**src/rtl/qsort_pkg.sv**
```systemverilog
// Shared definitions for the qsort accelerator and its Wishbone initiator.
// Holds the initiator state encoding, default sorter addresses, the default
// element count and the default bus timeout.
package qsort_pkg;

    localparam int unsigned QsortSize    = 10;
    localparam int unsigned QsortTimeout = 255;
    localparam logic [31:0] QsortWrAddr  = 32'h3810_0000;
    localparam logic [31:0] QsortRdAddr  = 32'h3810_0010;

    typedef enum logic [2:0] {
        StIdle,
        StFetch,
        StWrite,
        StWaitDone,
        StRead,
        StDeliver,
        StDone,
        StError
    } qsort_state_e;

    // States in which the initiator waits on the sorter and may time out.
    function automatic logic is_timed(qsort_state_e s);
        return (s == StWrite) || (s == StRead) || (s == StWaitDone);
    endfunction

endpackage

```
**src/rtl/qsort_wb_master_if.sv**
```systemverilog
// Wishbone classic bus between the qsort initiator and the sorter slave port.
// Signals:
//   cyc, stb, we  - cycle, strobe, write enable (initiator driven)
//   sel, adr      - byte selects and address (initiator driven)
//   dat_m2s       - write data (initiator driven)
//   dat_s2m, ack  - read data and acknowledge (slave driven)
interface qsort_wb_master_if;

    logic        cyc;
    logic        stb;
    logic        we;
    logic [3:0]  sel;
    logic [31:0] adr;
    logic [31:0] dat_m2s;
    logic [31:0] dat_s2m;
    logic        ack;

    modport master (
        output cyc, stb, we, sel, adr, dat_m2s,
        input  dat_s2m, ack
    );

    modport slave (
        input  cyc, stb, we, sel, adr, dat_m2s,
        output dat_s2m, ack
    );

endinterface

```
**src/rtl/qsort_wbm_timer.sv**
```systemverilog
// Saturating timeout counter for the qsort Wishbone initiator.
// Ports:
//   clk_i, rst_ni - clock and asynchronous active-low reset
//   clr_i         - clear to zero (takes priority over en_i)
//   en_i          - count up by one, holding at Timeout
//   expired_o     - high while the count equals Timeout
module qsort_wbm_timer #(
    parameter int unsigned Timeout = 255
) (
    input  logic clk_i,
    input  logic rst_ni,
    input  logic clr_i,
    input  logic en_i,
    output logic expired_o
);

    localparam int unsigned Width = (Timeout < 1) ? 1 : $clog2(Timeout + 1);
    localparam logic [Width-1:0] Limit = Width'(Timeout);

    logic [Width-1:0] count_q, count_d;

    always_comb begin
        count_d = count_q;
        if (clr_i) begin
            count_d = '0;
        end else if (en_i && (count_q != Limit)) begin
            count_d = count_q + 1'b1;
        end
    end

    always_ff @(posedge clk_i or negedge rst_ni) begin
        if (!rst_ni) begin
            count_q <= '0;
        end else begin
            count_q <= count_d;
        end
    end

    assign expired_o = (count_q == Limit);

endmodule

```
**src/rtl/qsort_wb_master.sv**
```systemverilog
// Wishbone initiator that loads SIZE elements from an input stream into the
// qsort accelerator, waits for its done flag, then unloads the sorted result
// onto an output stream. Data is treated as opaque 32-bit words.
// Ports:
//   wb_clk_i, wb_rst_n_i      - clock, asynchronous active-low reset
//   start_i                   - start request, honoured only when idle
//   in_valid_i/in_data_i/in_ready_o    - input element stream
//   out_valid_o/out_data_o/out_ready_i - sorted element stream
//   sort_done_i               - sorter done flag
//   wbm                       - Wishbone classic initiator port
//   busy_o, done_o, error_o   - status flags
module qsort_wb_master
    import qsort_pkg::*;
#(
    parameter int unsigned SIZE    = QsortSize,
    parameter logic [31:0] WR_ADDR = QsortWrAddr,
    parameter logic [31:0] RD_ADDR = QsortRdAddr,
    parameter int unsigned TIMEOUT = QsortTimeout
) (
    input  logic                      wb_clk_i,
    input  logic                      wb_rst_n_i,
    input  logic                      start_i,
    input  logic                      in_valid_i,
    input  logic [31:0]               in_data_i,
    output logic                      in_ready_o,
    output logic                      out_valid_o,
    output logic [31:0]               out_data_o,
    input  logic                      out_ready_i,
    input  logic                      sort_done_i,
    qsort_wb_master_if.master         wbm,
    output logic                      busy_o,
    output logic                      done_o,
    output logic                      error_o
);

    localparam int unsigned CntW = $clog2(SIZE + 1);
    localparam logic [CntW-1:0] LastIdx = CntW'(SIZE - 1);

    qsort_state_e    state_q, state_d;
    logic [CntW-1:0] cnt_q, cnt_d;
    logic [31:0]     data_q, data_d;
    logic            expired;
    logic            bus_d;

    // Registered Moore outputs.
    logic        cyc_q, stb_q, we_q;
    logic [3:0]  sel_q;
    logic [31:0] adr_q;
    logic        in_ready_q, out_valid_q, busy_q, done_q, error_q;

    // Timer restarts on every state change and only runs in states that wait on the sorter.
    qsort_wbm_timer #(
        .Timeout (TIMEOUT)
    ) u_timer (
        .clk_i     (wb_clk_i),
        .rst_ni    (wb_rst_n_i),
        .clr_i     (state_d != state_q),
        .en_i      (is_timed(state_q)),
        .expired_o (expired)
    );

    always_comb begin
        state_d = state_q;
        cnt_d   = cnt_q;
        data_d  = data_q;
        unique case (state_q)
            StIdle: begin
                if (start_i) begin
                    state_d = StFetch;
                    cnt_d   = '0;
                end
            end
            StFetch: begin
                if (in_valid_i) begin
                    data_d  = in_data_i;
                    state_d = StWrite;
                end
            end
            StWrite: begin
                // An ack in the same cycle the timer expires still completes the write.
                if (wbm.ack) begin
                    if (cnt_q == LastIdx) begin
                        cnt_d   = '0;
                        state_d = StWaitDone;
                    end else begin
                        cnt_d   = cnt_q + 1'b1;
                        state_d = StFetch;
                    end
                end else if (expired) begin
                    state_d = StError;
                end
            end
            StWaitDone: begin
                if (sort_done_i) begin
                    state_d = StRead;
                end else if (expired) begin
                    state_d = StError;
                end
            end
            StRead: begin
                if (wbm.ack) begin
                    data_d  = wbm.dat_s2m;
                    state_d = StDeliver;
                end else if (expired) begin
                    state_d = StError;
                end
            end
            StDeliver: begin
                if (out_ready_i) begin
                    cnt_d   = cnt_q + 1'b1;
                    state_d = (cnt_q == LastIdx) ? StDone : StRead;
                end
            end
            // The sorter cannot be re-armed without reset, so both ends are sticky.
            StDone, StError: ;
            default: state_d = StIdle;
        endcase
        bus_d = (state_d == StWrite) || (state_d == StRead);
    end

    always_ff @(posedge wb_clk_i or negedge wb_rst_n_i) begin
        if (!wb_rst_n_i) begin
            state_q     <= StIdle;
            cnt_q       <= '0;
            data_q      <= '0;
            cyc_q       <= 1'b0;
            stb_q       <= 1'b0;
            we_q        <= 1'b0;
            sel_q       <= '0;
            adr_q       <= '0;
            in_ready_q  <= 1'b0;
            out_valid_q <= 1'b0;
            busy_q      <= 1'b0;
            done_q      <= 1'b0;
            error_q     <= 1'b0;
        end else begin
            state_q     <= state_d;
            cnt_q       <= cnt_d;
            data_q      <= data_d;
            cyc_q       <= bus_d;
            stb_q       <= bus_d;
            we_q        <= (state_d == StWrite);
            sel_q       <= bus_d ? 4'hF : 4'h0;
            adr_q       <= (state_d == StWrite) ? WR_ADDR :
                           (state_d == StRead)  ? RD_ADDR : '0;
            in_ready_q  <= (state_d == StFetch);
            out_valid_q <= (state_d == StDeliver);
            busy_q      <= !((state_d == StIdle) || (state_d == StDone) ||
                             (state_d == StError));
            done_q      <= (state_d == StDone);
            error_q     <= (state_d == StError);
        end
    end

    assign wbm.cyc     = cyc_q;
    assign wbm.stb     = stb_q;
    assign wbm.we      = we_q;
    assign wbm.sel     = sel_q;
    assign wbm.adr     = adr_q;
    assign wbm.dat_m2s = data_q;

    assign in_ready_o  = in_ready_q;
    assign out_valid_o = out_valid_q;
    assign out_data_o  = data_q;
    assign busy_o      = busy_q;
    assign done_o      = done_q;
    assign error_o     = error_q;

endmodule

```
**src/flat_wrapper.sv**
```systemverilog
// flat-port wrapper written by rule: the top's interface ports become plain ports
module qsort_wb_master_flat import qsort_pkg::*;
#(
    parameter int unsigned SIZE    = QsortSize,
    parameter logic [31:0] WR_ADDR = QsortWrAddr,
    parameter logic [31:0] RD_ADDR = QsortRdAddr,
    parameter int unsigned TIMEOUT = QsortTimeout
)
  (wb_clk_i, wb_rst_n_i, start_i, in_valid_i, in_data_i, in_ready_o, out_valid_o, out_data_o, out_ready_i, sort_done_i, busy_o, done_o, error_o, wbm_cyc, wbm_stb, wbm_we, wbm_sel, wbm_adr, wbm_dat_m2s, wbm_dat_s2m, wbm_ack);
  qsort_wb_master_if wbm_i ();
  input  logic wb_clk_i;
  input  logic wb_rst_n_i;
  input  logic start_i;
  input  logic in_valid_i;
  input  logic [31:0] in_data_i;
  output logic in_ready_o;
  output logic out_valid_o;
  output logic [31:0] out_data_o;
  input  logic out_ready_i;
  input  logic sort_done_i;
  output logic busy_o;
  output logic done_o;
  output logic error_o;
  output wire logic [$bits(wbm_i.cyc)-1:0] wbm_cyc;
  output wire logic [$bits(wbm_i.stb)-1:0] wbm_stb;
  output wire logic [$bits(wbm_i.we)-1:0] wbm_we;
  output wire logic [$bits(wbm_i.sel)-1:0] wbm_sel;
  output wire logic [$bits(wbm_i.adr)-1:0] wbm_adr;
  output wire logic [$bits(wbm_i.dat_m2s)-1:0] wbm_dat_m2s;
  input wire logic [$bits(wbm_i.dat_s2m)-1:0] wbm_dat_s2m;
  input wire logic [$bits(wbm_i.ack)-1:0] wbm_ack;
  assign wbm_cyc = wbm_i.cyc;
  assign wbm_stb = wbm_i.stb;
  assign wbm_we = wbm_i.we;
  assign wbm_sel = wbm_i.sel;
  assign wbm_adr = wbm_i.adr;
  assign wbm_dat_m2s = wbm_i.dat_m2s;
  assign wbm_i.dat_s2m = wbm_dat_s2m;
  assign wbm_i.ack = wbm_ack;
  qsort_wb_master #(.SIZE(SIZE), .WR_ADDR(WR_ADDR), .RD_ADDR(RD_ADDR), .TIMEOUT(TIMEOUT)) u_core (.wb_clk_i(wb_clk_i), .wb_rst_n_i(wb_rst_n_i), .start_i(start_i), .in_valid_i(in_valid_i), .in_data_i(in_data_i), .in_ready_o(in_ready_o), .out_valid_o(out_valid_o), .out_data_o(out_data_o), .out_ready_i(out_ready_i), .sort_done_i(sort_done_i), .wbm(wbm_i), .busy_o(busy_o), .done_o(done_o), .error_o(error_o));
endmodule
```
**config.mk**
```make
export PLATFORM = sky130hd
export DESIGN_NAME = qsort_wb_master_flat
export DESIGN_NICKNAME = d
export VERILOG_FILES = /design/src/rtl/qsort_pkg.sv /design/src/rtl/qsort_wb_master_if.sv /design/src/rtl/qsort_wbm_timer.sv /design/src/rtl/qsort_wb_master.sv /design/src/flat_wrapper.sv
export SDC_FILE = /design/constraint.sdc
export NUM_CORES = 1
export LEC_CHECK = 0
export CAP_MARGIN = 15
export CORE_AREA = 2 2 89 108
export DETAILED_ROUTE_END_ITERATION = 8
export DIE_AREA = 0 0 91 110
export HOLD_SLACK_MARGIN = 0.15
export PLACE_DENSITY_LB_ADDON = 0.25
export SKIP_LAST_GASP = 1
export SYNTH_ARGS = -nofsm -noshare
export SYNTH_HDL_FRONTEND = slang
export SYNTH_HIERARCHICAL = 1
export SYNTH_SLANG_ARGS = --single-unit
```
**constraint.sdc**
```tcl
create_clock -name wb_clk_i -period 4.9 [get_ports wb_clk_i]
set_input_delay 1.47 -clock wb_clk_i [delete_from_list [all_inputs] [get_ports wb_clk_i]]
set_output_delay 1.47 -clock wb_clk_i [all_outputs]
set_load 0.03 [all_outputs]
```
==> metrics.md <==
| Metric | Value |
|---|---|
| Status | `completed` |
| Num rows | `38` |
| Floorplan core area | `0.008939 mm²` |
| Placed insts | `567` |
| Initial core utilization | `0.3910` |
| #FFs+latches synth | `55` |
| TritonCTS Sinks | `55` |
| Register Area | `0.001376 mm²` |
| GR Overflow Total | `0` |
| Via count | `2733` |
| Gr usage total | `0.1595` |
| Die height | `110 µm` |
| Initial DRC count | `129` |
| CTS HTree Levels | `2` |
| CTS resizes | `0` |
| 1st-pass router iterations | `4` |
| HPWL after detailed placement | `6491 µm` |
| Vias per Instance | `4.753` |
| Cells after synthesis | `352` |
| Slew @ Worst Pin | `816.6 ps` |
| Final Net Count | `528` |
| Area Overhead vs Synth | `35.05%` |
| TritonCTS clock tree | `built` |
| Leak pwr | `1.838 nW` |
| Routed Antenna Nets | `0` |
| Critical path startpoint category | `input port` |
| Crit share post-route | `0.6634` |
| Critical R2R Launch | `u_core/u_timer/count_q[0]` |
| Post-layout min period | `3250 ps` |
| CP Capture Type | `flip-flop` |
| Max Freq | `0.3077 GHz` |
| Multi-input logic area | `0.001558 mm²` |
| Worst Reg-to-Reg Cells | `9` |
| TritonCTS buffer count | `5` |
| Relative slew margins | `0.4556` |
| Non-filler cells in the finished layout | `575` |
| Crit path from | `wbm_ack` |
| PD cells | `527.2 mW/mm²` |
| Global-route wire length before repair | `12870 µm` |
| Final instance area | `0.004720 mm²` |
| CP required | `5130 ps` |
| Setup Skew | `10.53 ps` |
| WHS Path Cells | `1` |
| Final slew viol count | `0` |
| Worst hold endpoint | `u_core/u_timer/count_q[5]` |
| Hold WC Path Type | `flip-flop to flip-flop` |
| CTS Buffer Depth | `2` |
| Most common cell after layout, fill and taps aside | `clkdlybuf4s50_1` |
| Ys Warns | `6` |
| RSZ-0062 raised after global routing | `false` |
| Setup violators final | `0` |
| Wirelength per Cell | `14.70 µm` |
| Cell area after synthesis | `0.003495 mm²` |
| Internal reg-to-reg setup slack | `2290 ps` |
| Hold Startpoint | `u_core/u_timer/count_q[5]` |
| Number of fill cells | `838` |
| Post-synth EDFFs | `0` |
| Sequential area share after synthesis | `0.3938` |
| ANT cells | `0` |
| Latest clock arrival within the worst-skew pair | `310 ps` |
| Syn avg cell area | `9.928 µm²` |
| Total negative slack | `0 ps` |
| Ys async rst share | `1.000` |
| Placer congestion estimate | `0.7993` |
| Most frequent cells in the layout | `150 x clkdlybuf4s50_1, 55 x dfrtp_1, 37 x a21oi_1` |
| # port buffers | `151` |
| Area after DPL | `0.004628 mm²` |
| # IOs | `179` |
| Critical Path AT | `3480 ps` |
| Crit path kind | `input port to flip-flop` |
| Vias in the first global route | `2454` |
| Clock Pin Slew Worst Setup and Hold Paths | `100 ps` |
| Final hold vios | `0` |
| Synth cell types | `58` |
| Drt total wl | `8454 µm` |
| Share of layout cells above drive strength 1 | `0.07912` |
| Max Cap Violations | `0` |
| Die area | `0.01001 mm²` |
| Reg-to-Reg End | `u_core/u_timer/count_q[3]` |
| Pin count of the biggest net entering global routing | `65` |
| # DRC | `0` |
| Top_reg_cell synth | `dfrtp_1` |
| Crit path max fanout | `11` |
| Tot Pwr | `2.488 mW` |
| Initial antenna violation count | `0` |
| Setup Fix Bufs, Post-CTS | `0` |
| CTS root buf | `clkbuf_8` |
| CTS hold repair buffers | `0` |
| IR Drop Worst-Case VDD | `0.0002266 V` |
| Die width | `91 µm` |
## registers in the layout, indices dropped and copies added (netlist names)
name and cells:
u_core/wbm.adr 1, u_core/wbm.sel 1, u_core/error_o 1, u_core/in_ready_o 1, u_core/done_o 1, u_core/wbm.we 1, u_core/out_data_o 32, u_core/state_q 3
u_core/u_timer/count_q 8, u_core/busy_o 1, u_core/out_valid_o 1, u_core/cnt_q 4
## cells in the mapped netlist (all sizes together) (4+ instances only)
library cell / number / area [µm²]
a211oi: 5 / 42.54
a21oi: 38 / 201.5
a31oi: 4 / 25.02
and2: 5 / 33.78
and3: 5 / 38.78
buf: 80 / 605.6
clkbuf: 5 / 38.79
dfrtp: 55 / 1376
inv: 4 / 15.01
mux2i: 35 / 350.3
nand2: 6 / 22.52
nand2b: 4 / 32.53
nand3: 6 / 35.03
nand3b: 4 / 30.03
nor2: 35 / 131.4
nor3: 4 / 20.02
nor3b: 6 / 50.05
o21ai: 7 / 35.03
o21bai: 6 / 45.04
## how the worst max path moves through the flow
stage / to / slack, ps / cells past startpoint
2_1_floorplan: u_core/u_timer/count_q[0] / 1890 / 7
3_3_place_gp: u_core/u_timer/count_q[0] / 1340 / 7
3_5_place_dp: u_core/u_timer/count_q[0] / 1310 / 7
4_1_cts: u_core/u_timer/count_q[0] / 1660 / 7
5_1_grt: u_core/u_timer/count_q[0] / 1550 / 7
6_report: u_core/u_timer/count_q[3] / 1650 / 6
## critical path: stages
cell             delay (ps)
clkdlybuf4s50_1         650
and2b_1                 260
a2111o_1                400
o221a_1                 370
o21bai_1                200
a31oi_1                 130
## routing by layer
layer	vias to the layer above	GRT usage	share of wire
li1	1329	-	-
met1	1289	0.2111	0.43
met2	109	0.2693	0.50
met3	6	0.03399	0.056
met4	0	0.03896	0.0091
met5	-	0	0
## stage by stage
step / worst slack (ps) / hold WS [ps] / util
global placement: 1340 / 532.4 / 0.5178
floorplan: 1892 / 493.9 / -
detailed placement: 1311 / 535.4 / 0.5178
finish: 1650 / 556.6 / 0.5280
CTS: 1659 / 552.8 / 0.5280
global route: 1550 / 598.3 / 0.5280
## where the power goes
group	internal [mW]	switching [mW]	leakage [nW]	total (mW)
Combinational	0.632	0.834	1.14	1.47
Clock	0.103	0.151	0.0485	0.254
Sequential	0.613	0.155	0.652	0.768
## logic make-up after synthesis
family / share of synthesized area
adder cells (fa/ha/maj): 0.01074
other: 0.001073
buffers and inverters: 0.1887
multiplexers: 0.1110
AND/OR/NAND/NOR: 0.1489
flip-flops: 0.3938
AO/OA/AOI/OAI: 0.1457
## layout make-up
type | instances | area share
multi-input cells | 234 | 0.3301
inverters | 4 | 0.003181
well taps | 120 | 0.03181
flip-flops and latches | 55 | 0.2916
repair buffers | 154 | 0.3240
clock buffers | 5 | 0.01458
clock inverters | 3 | 0.004772
No activity file was read; power rests on OpenSTA's default activity.
==> edit: new RTL, config.mk and constraints unchanged <==
Re-encode `qsort_state_e` (8 states) as Gray code, 3 bits wide.
--- a/src/rtl/qsort_pkg.sv
+++ b/src/rtl/qsort_pkg.sv
@@ -10,12 +10,12 @@
 
     typedef enum logic [2:0] {
-        StIdle,
-        StFetch,
-        StWrite,
-        StWaitDone,
-        StRead,
-        StDeliver,
-        StDone,
-        StError
+        StIdle     = 3'b000,
+        StFetch    = 3'b001,
+        StWrite    = 3'b011,
+        StWaitDone = 3'b010,
+        StRead     = 3'b110,
+        StDeliver  = 3'b111,
+        StDone     = 3'b101,
+        StError    = 3'b100
     } qsort_state_e;
 
Formal check against the unedited RTL: same outputs for any inputs over 10 cycles, from zero or initial values and one cycle with wb_rst_n_i low; not proved beyond that.
==> edit against the unedited design <==
  * Sequential cell count did not move
  * Sequential power up 2.7%
  * Routed wire length decreased by 0.93%
  * Final cell count is the same
  * Worst setup slack got worse by 0.21 ns
  * Power grew 9.5%
  * Utilization decreased by 1.5 points
  * Area after synthesis decreased by 4.2%
  * Design area fell by 2.9%
  * Critical path type unchanged
  * Largest power group unchanged
==> edit: results (changes against the unedited design) <==
Status
  – Status: finished, final reports clean (unchanged)

Worst setup path
  – R2r setup slk: 2.02 ns (was 2.29 ns)
  – Slowest-stage cell, CP: or4_1 (was clkdlybuf4s50_1)
  – FF-to-FF path depth: 10 (was 9)

Synthesis
  – Post-Synth XOR/XNOR Area: 0.00785 (was 0)
  – Yosys cell types: 53 (was 58)
  – Top cells by count, synth: buf_4 (68), dfrtp_1 (55), nand2_1 (47), mux2i_1 (35), o21ai_0 (23) (was buf_4 (72), dfrtp_1 (55), a21oi_1 (37), mux2i_1 (35), nor2_1 (35))
  – Sequential share of the synthesized area: 0.411 (was 0.394)
  – Synth Area in Adders: 0.0112 (was 0.0107)
  – Synth area leaders: dfrtp_1 (41%), buf_4 (15%), mux2i_1 (10%) (was dfrtp_1 (39%), buf_4 (15%), mux2i_1 (10%))
  – Synth Area in Compound Gates: 0.123 (was 0.146)

Power
  – P_leak: 2.14 nW (was 1.84 nW)
  – Clock power frac: 0.096 (was 0.102)
  – Peak VDD IR: 233 uV (was 227 uV)
  – Power in combinational cells: 1.67 mW (was 1.47 mW)
  – Sw Pwr: 1.29 mW (was 1.14 mW)
  – Power in the clock group: 0.263 mW (was 0.254 mW)

Global route
  – Vias in the first global route: 2577 (was 2454)
  – Overall Global Routing Usage: 0.164 (was 0.160)

Detailed routing
  – Post-DR vias/cell: 4.72 (was 4.75)
  – 1st-iter DRT viols: 116 (was 129)
  – Post-Route WL: 8.38 mm (was 8.45 mm)
  – Vias: 2713 (was 2733)

Placement
  – Dpl cell area: 0.00448 mm^2 (was 0.00463 mm^2)
  – RD Place Congestion: 0.833 (was 0.799)

Min path
  – Hold worst-path end: u_core/out_data_o[6] (was u_core/u_timer/count_q[5])

Final layout
  – # fillers: 857 (was 838)
  – Share of layout cells above drive strength 1: 0.0484 (was 0.0791)

STA
  – Fin Hold WS: 0.518 ns (was 0.557 ns)
  – Worst-margin pin slew: 1.03 ns (was 0.817 ns)
## edit: cells by family after synthesis
logic type               after synthesis
AO/OA/AOI/OAI                         68
XOR/XNOR                               3
adder cells (fa/ha/maj)                3
buffers and inverters                 90
flip-flops                            55
multiplexers                          37
other                                  1
AND/OR/NAND/NOR                       97
## edit: area by class of cell
class / count / area (um^2) / area share
Sequential cell: 55 / 1380 / 0.300
Multi-Input combinational cell: 235 / 1430 / 0.311
Clock inverter: 2 / 16.3 / 0.00355
Clock buffer: 6 / 82.6 / 0.0180
Tap cell: 120 / 150 / 0.0328
Inverter: 5 / 18.8 / 0.00410
Timing Repair Buffer: 152 / 1510 / 0.330
## edit: metal layers
layer | vias up | global-route usage | wire, um
li1 | 1309 | - | -
met3 | 6 | 0.0326 | 483
met5 | - | 0 | 0
met2 | 111 | 0.291 | 4220
met1 | 1287 | 0.207 | 3590
met4 | 0 | 0.0422 | 82
